`config.mk`:
```
export PLATFORM = sky130hd
export DESIGN_NAME = keypad_ctrl
export DESIGN_NICKNAME = d
export VERILOG_FILES = /design/src/rtl/keypad_pkg.sv /design/src/rtl/key_scan_frame.sv /design/src/rtl/keypad_ctrl.sv
export SDC_FILE = /design/constraint.sdc
export NUM_CORES = 1
export LEC_CHECK = 0
export CAP_MARGIN = 20
export CORE_MARGIN = 5
export CORE_UTILIZATION = 54
export CTS_BUF_LIST = sky130_fd_sc_hd__clkbuf_8
export CTS_CLUSTER_SIZE = 14
export DETAILED_ROUTE_END_ITERATION = 8
export MAX_ROUTING_LAYER = met4
export PLACE_DENSITY_LB_ADDON = 0.12
export RECOVER_POWER = 100
export SLEW_MARGIN = 20
export SYNTH_ARGS = -nofsm -noshare
export SYNTH_HDL_FRONTEND = slang
export SYNTH_HIERARCHICAL = 1
export SYNTH_SLANG_ARGS = --single-unit
```
`constraint.sdc`:
```
create_clock -name CLK -period 2.4 [get_ports CLK]
set_input_delay 0.48 -clock CLK [delete_from_list [all_inputs] [get_ports CLK]]
set_output_delay 0.48 -clock CLK [all_outputs]
set_load 0.02 [all_outputs]
```
`src/rtl/keypad_pkg.sv`:
```
// Shared definitions for the keypad front-end: key codes, the scan-position
// to key-code map, the debounce FSM states and the stopwatch mode value.
package keypad_pkg;

    localparam logic [3:0] KEY_A = 4'd10;
    localparam logic [3:0] KEY_B = 4'd11;
    localparam logic [3:0] KEY_C = 4'd12;
    localparam logic [3:0] KEY_D = 4'd13;

    localparam logic [3:0] MODE_STOPWATCH = 4'd0;

    // Nibble i holds the code for row i/4, column i%4 (row0 in the low nibbles):
    //   row0: 1 2 3 A   row1: 4 5 6 B   row2: 7 8 9 C   row3: * 0 # D
    localparam logic [63:0] KEY_MAP = {
        4'd13, 4'd15, 4'd0,  4'd14,
        4'd12, 4'd9,  4'd8,  4'd7,
        4'd11, 4'd6,  4'd5,  4'd4,
        4'd10, 4'd3,  4'd2,  4'd1
    };

    typedef enum logic [1:0] {
        ST_IDLE,
        ST_CAND,
        ST_HELD,
        ST_REL
    } kp_state_e;

    // Look up the key code at a given row/column scan position.
    function automatic logic [3:0] key_map_code(input logic [1:0] row, input logic [1:0] col);
        logic [5:0] base;
        base = {row, col, 2'b00};
        return KEY_MAP[base +: 4];
    endfunction

endpackage

```
`src/rtl/key_scan_frame.sv`:
```
// Keypad scanner: synchronises the columns, rotates the active-low row drive,
// latches the first pressed key of each 4-row frame and flags the frame end.
// Ports:
//   clk_i, rst_ni        clock, async active-low reset
//   key_col_i[3:0]       raw active-low columns (asynchronous)
//   key_row_o[3:0]       one-hot active-low row drive
//   frame_end_c_o        high in the last cycle of the row3 slot
//   frame_valid_c_o      at least one key seen in this frame (valid at frame end)
//   frame_code_c_o       first key in scan order for this frame
module key_scan_frame
    import keypad_pkg::*;
#(
    parameter int unsigned SCAN_DIV = 250
) (
    input  logic       clk_i,
    input  logic       rst_ni,
    input  logic [3:0] key_col_i,
    output logic [3:0] key_row_o,
    output logic       frame_end_c_o,
    output logic       frame_valid_c_o,
    output logic [3:0] frame_code_c_o
);

    localparam int unsigned SLOT_W = (SCAN_DIV > 1) ? $clog2(SCAN_DIV) : 1;
    localparam logic [SLOT_W-1:0] SLOT_LAST = SLOT_W'(SCAN_DIV - 1);

    logic [3:0]        col_meta_q, col_sync_q;
    logic [SLOT_W-1:0] slot_q, slot_d;
    logic [1:0]        row_q, row_d;
    logic [3:0]        row_drv_q, row_drv_d;
    logic              hit_q, hit_d;
    logic [3:0]        code_q, code_d;
    logic              slot_last, frame_end, row_hit;
    logic [3:0]        row_code;

    // Two-flop synchroniser; idle columns read high.
    always_ff @(posedge clk_i or negedge rst_ni) begin
        if (!rst_ni) begin
            col_meta_q <= 4'hF;
            col_sync_q <= 4'hF;
        end else begin
            col_meta_q <= key_col_i;
            col_sync_q <= col_meta_q;
        end
    end

    // Lowest pressed column in the active row wins (loop runs high to low).
    always_comb begin
        row_hit  = 1'b0;
        row_code = 4'd0;
        for (int c = 3; c >= 0; c--) begin
            if (!col_sync_q[c]) begin
                row_hit  = 1'b1;
                row_code = key_map_code(row_q, 2'(c));
            end
        end
    end

    // Slot counting, row rotation and first-hit latch.
    always_comb begin
        slot_last = (slot_q == SLOT_LAST);
        frame_end = slot_last && (row_q == 2'd3);
        slot_d    = slot_last ? '0 : slot_q + SLOT_W'(1);
        row_d     = row_q;
        row_drv_d = row_drv_q;
        hit_d     = hit_q;
        code_d    = code_q;
        if (slot_last) begin
            row_d     = row_q + 2'd1;
            row_drv_d = ~(4'b0001 << row_d);
            if (frame_end) begin
                hit_d  = 1'b0;
                code_d = 4'd0;
            end else if (!hit_q && row_hit) begin
                hit_d  = 1'b1;
                code_d = row_code;
            end
        end
    end

    always_ff @(posedge clk_i or negedge rst_ni) begin
        if (!rst_ni) begin
            slot_q    <= '0;
            row_q     <= 2'd0;
            row_drv_q <= 4'b1110;
            hit_q     <= 1'b0;
            code_q    <= 4'd0;
        end else begin
            slot_q    <= slot_d;
            row_q     <= row_d;
            row_drv_q <= row_drv_d;
            hit_q     <= hit_d;
            code_q    <= code_d;
        end
    end

    // Row3's own sample is merged in so the frame result is complete at frame end.
    assign key_row_o       = row_drv_q;
    assign frame_end_c_o   = frame_end;
    assign frame_valid_c_o = hit_q | row_hit;
    assign frame_code_c_o  = hit_q ? code_q : row_code;

endmodule

```
`src/rtl/keypad_ctrl.sv`:
```
// Keypad front-end: frame-level debounce FSM producing one-cycle key pulses,
// A/B character strobes and the shared MODE register.
// Ports:
//   CLK, RESET       clock, async active-low reset
//   KEY_COL[3:0]     keypad columns, active-low, asynchronous
//   KEY_ROW[3:0]     row drive, one-hot active-low
//   CHAR_SYNC[1:0]   [0] key A pulse, [1] key B pulse
//   MODE[3:0]        current mode, wraps modulo NUM_MODES
//   KEY_PRESS        one-cycle pulse per accepted press
//   KEY_CODE[3:0]    code of the last accepted key
module keypad_ctrl
    import keypad_pkg::*;
#(
    parameter int unsigned SCAN_DIV  = 250,
    parameter int unsigned DEBOUNCE  = 4,
    parameter int unsigned NUM_MODES = 4
) (
    input  logic       CLK,
    input  logic       RESET,
    input  logic [3:0] KEY_COL,
    output logic [3:0] KEY_ROW,
    output logic [1:0] CHAR_SYNC,
    output logic [3:0] MODE,
    output logic       KEY_PRESS,
    output logic [3:0] KEY_CODE
);

    localparam logic [3:0] DEB      = 4'(DEBOUNCE);
    localparam logic [3:0] MODE_MAX = 4'(NUM_MODES - 1);

    logic       frame_end, frame_valid;
    logic [3:0] frame_code;

    kp_state_e  state_q, state_d;
    logic [3:0] cand_q, cand_d;
    logic [3:0] cnt_q, cnt_d, cnt_inc;
    logic       key_press_q, key_press_d;
    logic [3:0] key_code_q, key_code_d;
    logic [1:0] char_sync_q, char_sync_d;
    logic [3:0] mode_q, mode_d;
    logic       accept;

    key_scan_frame #(
        .SCAN_DIV (SCAN_DIV)
    ) u_scan (
        .clk_i           (CLK),
        .rst_ni          (RESET),
        .key_col_i       (KEY_COL),
        .key_row_o       (KEY_ROW),
        .frame_end_c_o   (frame_end),
        .frame_valid_c_o (frame_valid),
        .frame_code_c_o  (frame_code)
    );

    // Debounce FSM, stepped once per frame; accept drives the output pulses.
    always_comb begin
        state_d     = state_q;
        cand_d      = cand_q;
        cnt_d       = cnt_q;
        key_press_d = 1'b0;
        key_code_d  = key_code_q;
        char_sync_d = 2'b00;
        mode_d      = mode_q;
        accept      = 1'b0;
        cnt_inc     = (cnt_q == 4'hF) ? cnt_q : cnt_q + 4'd1;

        if (frame_end) begin
            case (state_q)
                ST_IDLE: begin
                    if (frame_valid) begin
                        cand_d = frame_code;
                        cnt_d  = 4'd1;
                        if (DEB <= 4'd1) begin
                            accept  = 1'b1;
                            state_d = ST_HELD;
                        end else begin
                            state_d = ST_CAND;
                        end
                    end
                end
                ST_CAND: begin
                    if (!frame_valid) begin
                        state_d = ST_IDLE;
                        cnt_d   = 4'd0;
                    end else if (frame_code == cand_q) begin
                        cnt_d = cnt_inc;
                        if (cnt_inc >= DEB) begin
                            accept  = 1'b1;
                            state_d = ST_HELD;
                        end
                    end else begin
                        cand_d = frame_code;
                        cnt_d  = 4'd1;
                    end
                end
                ST_HELD: begin
                    if (!frame_valid) begin
                        cnt_d   = 4'd1;
                        state_d = (DEB <= 4'd1) ? ST_IDLE : ST_REL;
                    end
                end
                ST_REL: begin
                    if (frame_valid) begin
                        state_d = ST_HELD;
                        cnt_d   = 4'd0;
                    end else begin
                        cnt_d = cnt_inc;
                        if (cnt_inc >= DEB) begin
                            state_d = ST_IDLE;
                            cnt_d   = 4'd0;
                        end
                    end
                end
                default: begin
                    state_d = ST_IDLE;
                    cnt_d   = 4'd0;
                end
            endcase
        end

        if (accept) begin
            key_press_d = 1'b1;
            key_code_d  = cand_d;
            case (cand_d)
                KEY_A:   char_sync_d = 2'b01;
                KEY_B:   char_sync_d = 2'b10;
                KEY_C:   mode_d = (mode_q >= MODE_MAX) ? MODE_STOPWATCH : mode_q + 4'd1;
                KEY_D:   mode_d = MODE_STOPWATCH;
                default: ;
            endcase
        end
    end

    always_ff @(posedge CLK or negedge RESET) begin
        if (!RESET) begin
            state_q     <= ST_IDLE;
            cand_q      <= 4'd0;
            cnt_q       <= 4'd0;
            key_press_q <= 1'b0;
            key_code_q  <= 4'd0;
            char_sync_q <= 2'b00;
            mode_q      <= MODE_STOPWATCH;
        end else begin
            state_q     <= state_d;
            cand_q      <= cand_d;
            cnt_q       <= cnt_d;
            key_press_q <= key_press_d;
            key_code_q  <= key_code_d;
            char_sync_q <= char_sync_d;
            mode_q      <= mode_d;
        end
    end

    assign KEY_PRESS = key_press_q;
    assign KEY_CODE  = key_code_q;
    assign CHAR_SYNC = char_sync_q;
    assign MODE      = mode_q;

endmodule

```
==> results of run 1 <==
[through the flow]
step | utilization (%) | total power, mW | cells
detailed placement | 64.7 | 0.904 | 316
CTS | 68.2 | 1.42 | 326
finish | 70.3 | 1.40 | 330
global placement | 64.7 | 0.904 | 316
global route | 70.3 | 1.46 | 330
floorplan | - | 0.868 | 228
[worst max-delay path, delay by kind of cell (launching register included)]
family,cells,cell delay [ns]
AOI/OAI and AO/OA,4,0.56
xor gates and xnor gates,1,0.18
adders and majority gates,1,0.16
buffers and inverters,1,0.11
DFF,1,0.42
and+or+nand+nor,4,0.91
[synth_stat cells (2+ instances only)]
library cell  count
a21oi_1          10
a22oi_1           2
and3_1            2
buf_4             2
buf_6             2
clkbuf_1          3
dfrtp_1          37
dfstp_2          11
ha_1             11
inv_1            11
mux2_2            5
mux2i_1           3
nand2_1          23
nand2b_1          6
nand3_1           5
nand3b_1          2
nand4_1           4
nor2_1           17
nor2b_1           4
nor3_1            4
o21ai_0          18
o221ai_1          2
o22ai_1           2
o2bb2ai_1         3
o31ai_1           2
o32a_1            2
or3_1             2
xnor2_1           6
xor2_1            2
[worst paths after layout]
path                            depth (start not counted)                    to  slack [ns]
worst min-delay path                                    0  u_scan/col_sync_q[2]        0.36
min in group asynchronous                               2      u_scan/slot_q[2]        0.45
max in group asynchronous                               2       u_scan/row_q[1]        1.22
worst max-delay path                                   11          CHAR_SYNC[0]       -0.01
worst max register to register                         11          CHAR_SYNC[0]       -0.01
worst min register to register                          0  u_scan/col_sync_q[2]        0.36
[per-layer routing]
metal | wire (um) | vias up | GRT usage, % | part of all wire (%)
met5 | 0 | - | - | 0
met4 | 46 | 0 | 6.29 | 0.99
met3 | 243 | 4 | 4.22 | 5.2
met2 | 2100 | 45 | 22.8 | 45
met1 | 2270 | 844 | 24.1 | 49
li1 | - | 900 | - | -
[sequential cells by signal, summed over array words and instances, names as in the netlist, 4 cells and up, named ones only]
register and flops:
u_scan/key_row_o 4, u_scan/col_sync_q 4, MODE 4, u_scan/slot_q 8, u_scan/code_q 4, cnt_q 4, KEY_CODE 4, u_scan/col_meta_q 4
cand_q 4
[logic make-up (layout without fill, tap and decap cells)]
kind of cell	count (synthesis)	count (layout)	synth area share, %
and+or+nand+nor	81	81	18.1
buffers and inverters	18	68	3.73
muxes	9	9	4.19
xor gates and xnor gates	8	8	2.90
AOI/OAI and AO/OA	53	53	15.2
DFF	48	48	50.3
adders and majority gates	11	11	5.69
[power breakdown]
group	internal [mW]	leakage (nW)	switching, mW
Sequential	0.821	0.616	0.00639
Combinational	0.0336	0.696	0.0393
Clock	0.213	0.0452	0.288
[cells in the final DEF, fill, tap and decap left out, drive strengths merged, types with 6 or more instances in the layout]
cell,n
inv,13
ha,11
nor2,18
xnor2,6
nand2,24
buf,26
dlygate4sd3,11
nand2b,6
mux2,6
clkbuf,9
clkdlybuf4s50,8
dfstp,11
a21oi,11
o21ai,19
dfrtp,37
[area by class of cell]
class,count,area (um^2)
Clock buffer,5,68.8
Clock inverter,3,25.0
Fill cell,319,1290
Inverter,11,46.3
Multi-Input combinational cell,162,1240
Sequential cell,48,1220
Tap cell,52,65.1
Timing Repair Buffer,49,399
[what timing repair did]
item                       in CTS  in global routing
pin swaps                       9                  7
setup buffers                   2                  4
setup endpoints to repair       7                 10
resized for setup              12                 20
==> results by group, run 1 <==
Finish
  • Design Area, Final: between 3000 and 4000 um^2
  • ANT cells: 0
  • Fraction of layout cells with a size suffix above 1: roughly 31%
  • Area grow syn2layout: 26.6%
  • Final nets: slightly below 300

Logic synthesis
  • YS warnings: 6
  • Yosys top cell area share: 38.3%
  • Net Count, Synth: between 200 and 250
  • Most frequently used flop master after synthesis: dfrtp_1
  • Post-Syn Area: about 2400 um^2
  • Synth cell types: 54
  • Mean post-synth cell area: approximately 11 um^2
  • Cell type with the highest aggregate area in the netlist: dfrtp_1
  • Post-synth EDFFs: 0
  • #FFs+latches synth: between 40 and 50
  • Post-synth ARST share: 100%
  • Sequential area share after synthesis: 50.3%
  • Synth Instances: 228
  • Top cells by area, synth: dfrtp_1 38%, dfstp_2 12%, ha_1 5.7%

Run
  • Max cap viols: 0

Detailed routing
  • Avg WL per Cell: ~14 um
  • Initial drt markers: 147
  • DRT Wirelength: between 4000 and 5000 um
  • Drt pass-1 iters: 4
  • # DRC: 0
  • Vias per cell: between 5 and 6
  • Vias: ~1.8k
  • Remaining antenna violation count: 0

Clock network
  • TritonCTS Buffers: 5
  • CTS tree: built
  • Clk pin slew, worst setup/hold paths: 0.09 ns
  • CTS HTree Levels: 2
  • Clk sink count: 48
  • Deepest clock path buffer count: 2
  • Root buffer cell: clkbuf_8
  • Clk_lat worst skew: 0.30 ns
  • # hold bufs at CTS: 0

Timing
  • Slew Viols, Final: 0
  • Worst Skew: between 0.005 and 0.006 ns
  • Min Hold Slack: 0.361 ns
  • Hold Fails Final Rpt: 0
  • Slew HR: around a quarter
  • Tightest Pin Transition: around 1.1 ns
  • Setup TNS: -0.0149 ns
  • FMAX: 414 MHz
  • Fin crit share: 101%
  • Setup violations, final: 2
  • RSZ-0062 raised after global routing: true
  • Final worst slack: -0.0129 ns
  • Final Critical Period: 2.41 ns

Placement
  • Pre-CTS WS: -0.152 ns
  • PortBufs: 20
  • Dpl cell area: 2820 um^2
  • RePlAce Congestion: between 0.9 and 1
  • HPWL after DPL: roughly 3200 um

GRT
  • Total track usage: approximately 17%
  • Global route overflow: 0
  • Largest net degree at the start of global routing: a little under 50
  • First-pass GRT wire length: 7840 um
  • Vias in the first global route: 1683
  • Initial antenna violation count: 0

Pwr
  • VDD IR-drop max: 0.473 mV
  • Power Dens Cells: 458 nW/um^2
  • P_leak: around 1.4 nW

Worst setup path
  • CP arrival: roughly 2.7 ns
  • Slowest-stage cell, CP: or4b_4
  • Crit path launch: u_scan/row_q[0]
  • Data required, critical path: approximately 2.6 ns
  • Critical path class: flip-flop to flip-flop
  • Crit path launch type: flip-flop
  • Crit path max fanout: 5
  • Endpoint type of the worst setup path: flip-flop
  • FF-to-FF Start: u_scan/row_q[0]
  • Max incr delay on CP: approximately 0.50 ns
  • CP Cell Sequence: inv_4, ha_4, nor2_1, a211o_1, o221ai_2, o21ai_2, xnor2_1, and4_1, o211ai_4, or4b_4, nor2_1
  • Crit-path most repeated cell: nor2_1

Die
  • Starting density of the core: between 50 and 60%
  • I/O pin total: 21
  • Full die area: between 5000 and 6000 um^2
  • # rows: 24
  • Die X: just under 80 um
  • Core footprint: roughly 4400 um^2
  • Die height: just under 80 um

Worst hold path
  • HP Class: flip-flop to flip-flop
  • Min-delay src: u_scan/col_meta_q[2]

Run status
  • Outcome: complete, but fails checks
  • Failing checks: negative setup slack
(Power assumes the default switching activity.)
==> inputs of run 2 (changes only) <==
--- a/config.mk
+++ b/config.mk
@@ -6,8 +6,10 @@
 export NUM_CORES = 1
 export LEC_CHECK = 0
 export CAP_MARGIN = 20
+export CELL_PAD_IN_SITES_DETAIL_PLACEMENT = 0
+export CELL_PAD_IN_SITES_GLOBAL_PLACEMENT = 1
 export CORE_MARGIN = 5
-export CORE_UTILIZATION = 54
+export CORE_UTILIZATION = 43
 export CTS_BUF_LIST = sky130_fd_sc_hd__clkbuf_8
 export CTS_CLUSTER_SIZE = 14
 export DETAILED_ROUTE_END_ITERATION = 8
==> results by group, run 2 (synthesis results as in run 1) <==
Run status
  • Outcome: complete, but fails checks
  • Failing checks: negative setup slack

Finish
  • Area grow syn2layout: 36.6%
  • Final nets: around 310
  • Fillers: roughly 480
  • ANT cells: 0
  • Most common cell after layout, fill and taps aside: buf_4
  • Design Area, Final: 3300 um^2
  • Largest reg by FF count: u_scan/slot_q
  • Commonest cells after routing, fill and taps aside: 40 x buf_4, 36 x dfrtp_1, 22 x nand2_1
  • Fraction of layout cells with a size suffix above 1: a little under two fifths
  • Max reg flops: 8
  • Fin cells: about 370

Die
  • Starting density of the core: between 40% and 50%
  • Die X: about 85 um
  • Die height: 85.0 um
  • Core footprint: ~5500 um^2
  • I/O pin total: 21
  • # rows: 27
  • Full die area: 7220 um^2

Pwr
  • Tot Pwr: roughly 1.6 mW
  • Power Dens Cells: slightly below 500 nW/um^2
  • P_leak: ~1.5 nW
  • VDD IR-drop max: ~0.33 mV

Worst setup path
  • Data required, critical path: ~2.6 ns
  • FF-to-FF Start: u_scan/row_q[1]
  • Levels on crit path: 10
  • CP top delay family: simple AND/OR/NAND/NOR gates
  • Max incr delay on CP: approximately 0.52 ns
  • Crit path launch: u_scan/row_q[1]
  • Crit path max fanout: 5
  • CP arrival: 2.71 ns
  • R2R Setup Slk: -0.08 ns
  • R2R depth: 10
  • Crit path launch type: flip-flop
  • Crit path capture: CHAR_SYNC[1]
  • Buffers & Inverters on Critical Path: 1
  • RR Endpoint: CHAR_SYNC[1]
  • CP Cell Sequence: buf_4, nor2_1, a211o_1, o221ai_2, o21ai_2, xnor2_2, and4_4, o211ai_4, or4b_4, nor2_2
  • Endpoint type of the worst setup path: flip-flop
  • Slowest-stage cell, CP: or4b_4
  • Critical path class: flip-flop to flip-flop

GRT
  • Total track usage: 15.6%
  • Global route overflow: 0
  • First-pass GRT wire length: ~9000 um
  • Largest net degree at the start of global routing: 49
  • Initial antenna violation count: 0
  • Vias in the first global route: approximately 1.9k

Placement
  • Dpl cell area: between 2000 and 3000 um^2
  • Placed insts: roughly 350
  • RePlAce Congestion: ~0.92
  • PortBufs: 20
  • HPWL after DPL: ~3400 um

Worst hold path
  • HP Class: flip-flop to flip-flop
  • WHS Path Cells: 0

Detailed routing
  • Vias per cell: just over 5
  • Vias: 1909
  • Remaining antenna violation count: 0
  • Initial drt markers: between 100 and 150
  • Avg WL per Cell: roughly 14 um
  • DRT Wirelength: 5240 um
  • # DRC: 0
  • Drt pass-1 iters: 4

Clock network
  • TritonCTS Buffers: 5
  • # hold bufs at CTS: 0
  • Clk pin slew, worst setup/hold paths: 0.09 ns
  • Deepest clock path buffer count: 2
  • Clk_lat worst skew: about 0.29 ns
  • CTS tree: built
  • Root buffer cell: clkbuf_8
  • Clk sink count: 48
  • CTS HTree Levels: 2

Timing
  • Hold Fails Final Rpt: 0
  • RSZ-0062 raised after global routing: true
  • Setup violations, final: 3
  • FMAX: just over 400 MHz
  • Final Critical Period: 2.48 ns
  • Tightest Pin Transition: roughly 1.2 ns
  • Fin crit share: 103%
  • Worst Skew: between 0.01 and 0.015 ns
  • Final worst slack: -0.0756 ns
  • Slew Viols, Final: 0
  • Setup TNS: -0.150 ns
  • Slew HR: approximately 22%

Run
  • Max cap viols: 0
==> run 2: cell count changes in the layout (fill, tap and decap cells not counted), sizes merged <==
cell           change
inv                -1
clkdlybuf4s50      -5
buf               +18
dlygate4sd3        +5
clkinvlp           -1
bufinv             +2
clkbuf             +1
==> run 2: worst min-delay path by stage <==
stage,from,to,slack [ns]
after floorplan,RESET,CHAR_SYNC[0],0.18
after global placement,u_scan/col_meta_q[3],u_scan/col_sync_q[3],0.35
after detailed placement,u_scan/col_meta_q[0],u_scan/col_sync_q[0],0.35
after CTS,RESET,u_scan/key_row_o[0],0.29
after global routing,u_scan/col_meta_q[1],u_scan/col_sync_q[1],0.36
final,u_scan/col_meta_q[2],u_scan/col_sync_q[2],0.35
==> run 2: layer usage <==
metal / GRT usage [%] / vias up / wire length, um / part of all wire (%)
li1: - / 946 / - / -
met3: 2.52 / 6 / 157 / 3.0
met2: 24.9 / 35 / 2650 / 51
met4: 4.32 / 0 / 56 / 1.1
met5: - / - / 0 / 0
met1: 20.6 / 922 / 2370 / 45
==> run 2: power by group <==
part	internal, mW	total [mW]	switching, mW
clock	0.412	0.677	0.265
sequential	0.821	0.826	0.00543
combinational	0.0466	0.0954	0.0488
==> run 2: through the flow <==
stage | hold WS (ns) | util (%) | worst slack [ns]
after floorplan | 0.184 | - | 0.00686
after global placement | 0.346 | 53.9 | -0.112
after detailed placement | 0.347 | 53.9 | -0.115
after CTS | 0.290 | 58.6 | -0.0721
after global routing | 0.363 | 60.3 | -0.186
final | 0.353 | 60.3 | -0.0756
==> run 2: timing repair <==
action                     CTS  global route
buffers inserted             8             2
gates resized for setup     16            28
pin swaps                   12            11
setup endpoints to repair    7            14
cloned                       0             0
==> run 2: final cells by class <==
class	count	area (um^2)	area share, %
Clock inverter	3	63.8	1.93
Timing Repair Buffer	68	553	16.7
Clock buffer	5	68.8	2.08
Multi-Input combinational cell	162	1270	38.3
Sequential cell	48	1220	36.8
Tap cell	72	90.1	2.73
Inverter	11	43.8	1.33
==> run 2: worst reg2reg max path: stages, from the launching register on <==
cell and delay (ns):
dfrtp_2 0.47, buf_4 0.17, nor2_1 0.14, a211o_1 0.16, o221ai_2 0.11, o21ai_2 0.23, xnor2_2 0.16, and4_4 0.26
o211ai_4 0.09, or4b_4 0.52, nor2_2 0.11
==> inputs of run 3 (changes only) <==
--- a/config.mk
+++ b/config.mk
@@ -7,9 +7,9 @@
 export LEC_CHECK = 0
 export CAP_MARGIN = 20
 export CELL_PAD_IN_SITES_DETAIL_PLACEMENT = 0
-export CELL_PAD_IN_SITES_GLOBAL_PLACEMENT = 1
-export CORE_MARGIN = 5
-export CORE_UTILIZATION = 43
+export CELL_PAD_IN_SITES_GLOBAL_PLACEMENT = 2
+export CORE_MARGIN = 1.5
+export CORE_UTILIZATION = 35
 export CTS_BUF_LIST = sky130_fd_sc_hd__clkbuf_8
 export CTS_CLUSTER_SIZE = 14
 export DETAILED_ROUTE_END_ITERATION = 8
==> results by group, run 3 (synthesis results as in run 1) <==
Run status
  • Outcome: complete, but fails checks
  • Failing checks: negative setup slack

GRT
  • Global route overflow: 0
  • Largest net degree at the start of global routing: 28
  • Vias in the first global route: about 1.8k
  • Total track usage: between 10% and 20%
  • Initial antenna violation count: 0
  • First-pass GRT wire length: roughly 8900 um

Placement
  • PortBufs: 20
  • RePlAce Congestion: around 0.78
  • Dpl cell area: approximately 2900 um^2
  • HPWL after DPL: 3650 um

Pwr
  • Power Dens Cells: between 400 and 500 nW/um^2
  • P_leak: about 1.5 nW
  • VDD IR-drop max: about 0.26 mV
  • Tot Pwr: ~1.5 mW

Timing
  • Final Critical Period: 2.45 ns
  • Fin crit share: 102%
  • Worst Skew: ~0.0077 ns
  • Final worst slack: -0.0537 ns
  • Hold Fails Final Rpt: 0
  • RSZ-0062 raised after global routing: true
  • Slew HR: 3.04%
  • FMAX: 408 MHz
  • Setup violations, final: 2
  • Slew Viols, Final: 0
  • Tightest Pin Transition: 1.45 ns

Die
  • Full die area: ~7400 um^2
  • # rows: 30
  • Starting density of the core: between 30% and 40%
  • I/O pin total: 21
  • Core footprint: between 6000 and 7000 um^2
  • Die height: 86.1 um
  • Die X: 86.1 um

Finish
  • Area grow syn2layout: 35.9%
  • Fillers: around 630
  • Fraction of layout cells with a size suffix above 1: about 36%
  • ANT cells: 0
  • Max reg flops: 8
  • Commonest cells after routing, fill and taps aside: 43 x buf_4, 36 x dfrtp_1, 22 x nand2_1
  • Final nets: approximately 320
  • Design Area, Final: around 3300 um^2
  • Core Util, Final: 48.9%
  • Largest reg by FF count: u_scan/slot_q
  • Most common cell after layout, fill and taps aside: buf_4

Detailed routing
  • Vias: ~1.8k
  • Vias per cell: approximately 4.9
  • Remaining antenna violation count: 0
  • Initial drt markers: 63
  • Drt pass-1 iters: 4
  • Avg WL per Cell: between 10 and 15 um
  • DRT Wirelength: between 5000 and 6000 um
  • # DRC: 0

Worst setup path
  • Endpoint type of the worst setup path: flip-flop
  • CP arrival: 2.70 ns
  • Crit path capture: CHAR_SYNC[1]
  • CP top delay family: simple AND/OR/NAND/NOR gates
  • Crit path max fanout: 3
  • Critical path class: flip-flop to flip-flop
  • Levels on crit path: 11
  • R2R depth: 11
  • R2R Setup Slk: -0.05 ns
  • CP Cell Sequence: inv_2, buf_6, ha_4, o32a_1, o21ai_2, o21ai_2, xnor2_1, and4_4, o211ai_4, or4b_4, nor2_2
  • Crit path launch type: flip-flop
  • RR Endpoint: CHAR_SYNC[1]
  • Crit path launch: u_scan/row_q[0]
  • Buffers & Inverters on Critical Path: 2
  • FF-to-FF Start: u_scan/row_q[0]
  • Data required, critical path: between 2 and 3 ns
  • Max incr delay on CP: approximately 0.56 ns
  • Crit-path most repeated cell: o21ai_2
  • Slowest-stage cell, CP: or4b_4

Worst hold path
  • HP Class: flip-flop to flip-flop

Clock network
  • Clk sink count: 48
  • # hold bufs at CTS: 0
  • Clk pin slew, worst setup/hold paths: roughly 0.1 ns
  • Deepest clock path buffer count: 2
  • Root buffer cell: clkbuf_8
  • CTS tree: built
  • TritonCTS Buffers: 5
  • Clk_lat worst skew: ~0.30 ns
  • CTS HTree Levels: 2

Run
  • Max cap viols: 0
[run 3: cell count changes in the layout (fill, tap and decap cells not counted), moves of 3 or more]
| cell | change |
|---|---|
| clkdlybuf4s50_1 | -3 |
| dlygate4sd3_1 | +3 |
| a21oi_1 | +3 |
| buf_4 | +3 |
| clkbuf_1 | +3 |
| a21oi_2 | -3 |
[run 3: per-stage QoR]
stage / setup slack, ns / hold WS, ns / instances / setup TNS, ns
2_1_floorplan: 0.00686 / 0.184 / 228 / 0
3_3_place_gp: -0.128 / 0.346 / 357 / -0.546
3_5_place_dp: -0.106 / 0.347 / 357 / -0.357
4_1_cts: -0.0416 / 0.192 / 375 / -0.0604
5_1_grt: -0.146 / 0.369 / 379 / -0.696
6_report: -0.0537 / 0.358 / 379 / -0.105
[run 3: routing by layer]
| layer | share of wire [%] | routed length (um) | vias up | GRT usage, % |
|---|---|---|---|---|
| met5 | 0 | 0 | - | - |
| met4 | 0.87 | 46 | 0 | 4.40 |
| met3 | 2.1 | 111 | 4 | 3.27 |
| met2 | 47 | 2520 | 16 | 24.7 |
| met1 | 50 | 2630 | 881 | 21.1 |
| li1 | - | - | 942 | - |
[run 3: worst min-delay path by stage]
stage	depth (start not counted)	slack [ns]	endpoint	start
6_report	0	0.36	u_scan/col_sync_q[1]	u_scan/col_meta_q[1]
5_1_grt	0	0.37	u_scan/col_sync_q[1]	u_scan/col_meta_q[1]
4_1_cts	1	0.19	u_scan/code_q[3]	RESET
3_5_place_dp	0	0.35	u_scan/col_sync_q[3]	u_scan/col_meta_q[3]
3_3_place_gp	0	0.35	u_scan/col_sync_q[2]	u_scan/col_meta_q[2]
2_1_floorplan	0	0.18	CHAR_SYNC[0]	RESET
[run 3: layout make-up]
type	count	area [um^2]	share of cell area (%)
sequential	48	1220	37.0
clock inverter	3	46.3	1.41
tap	80	100	3.05
inverter	11	41.3	1.26
timing repair buffer	70	552	16.8
clock buffer	5	68.8	2.10
multi-input combinational	162	1260	38.4
[run 3: where the power goes]
group          switching (mW)  internal, mW
Combinational          0.0463        0.0455
Sequential            0.00745         0.821
Clock                   0.294         0.314
Total                   0.348          1.18
[run 3: timing repair]
item	in CTS	in global routing
buffers inserted	10	4
setup endpoints to repair	7	12
pin swaps	13	12
resized for setup	17	19
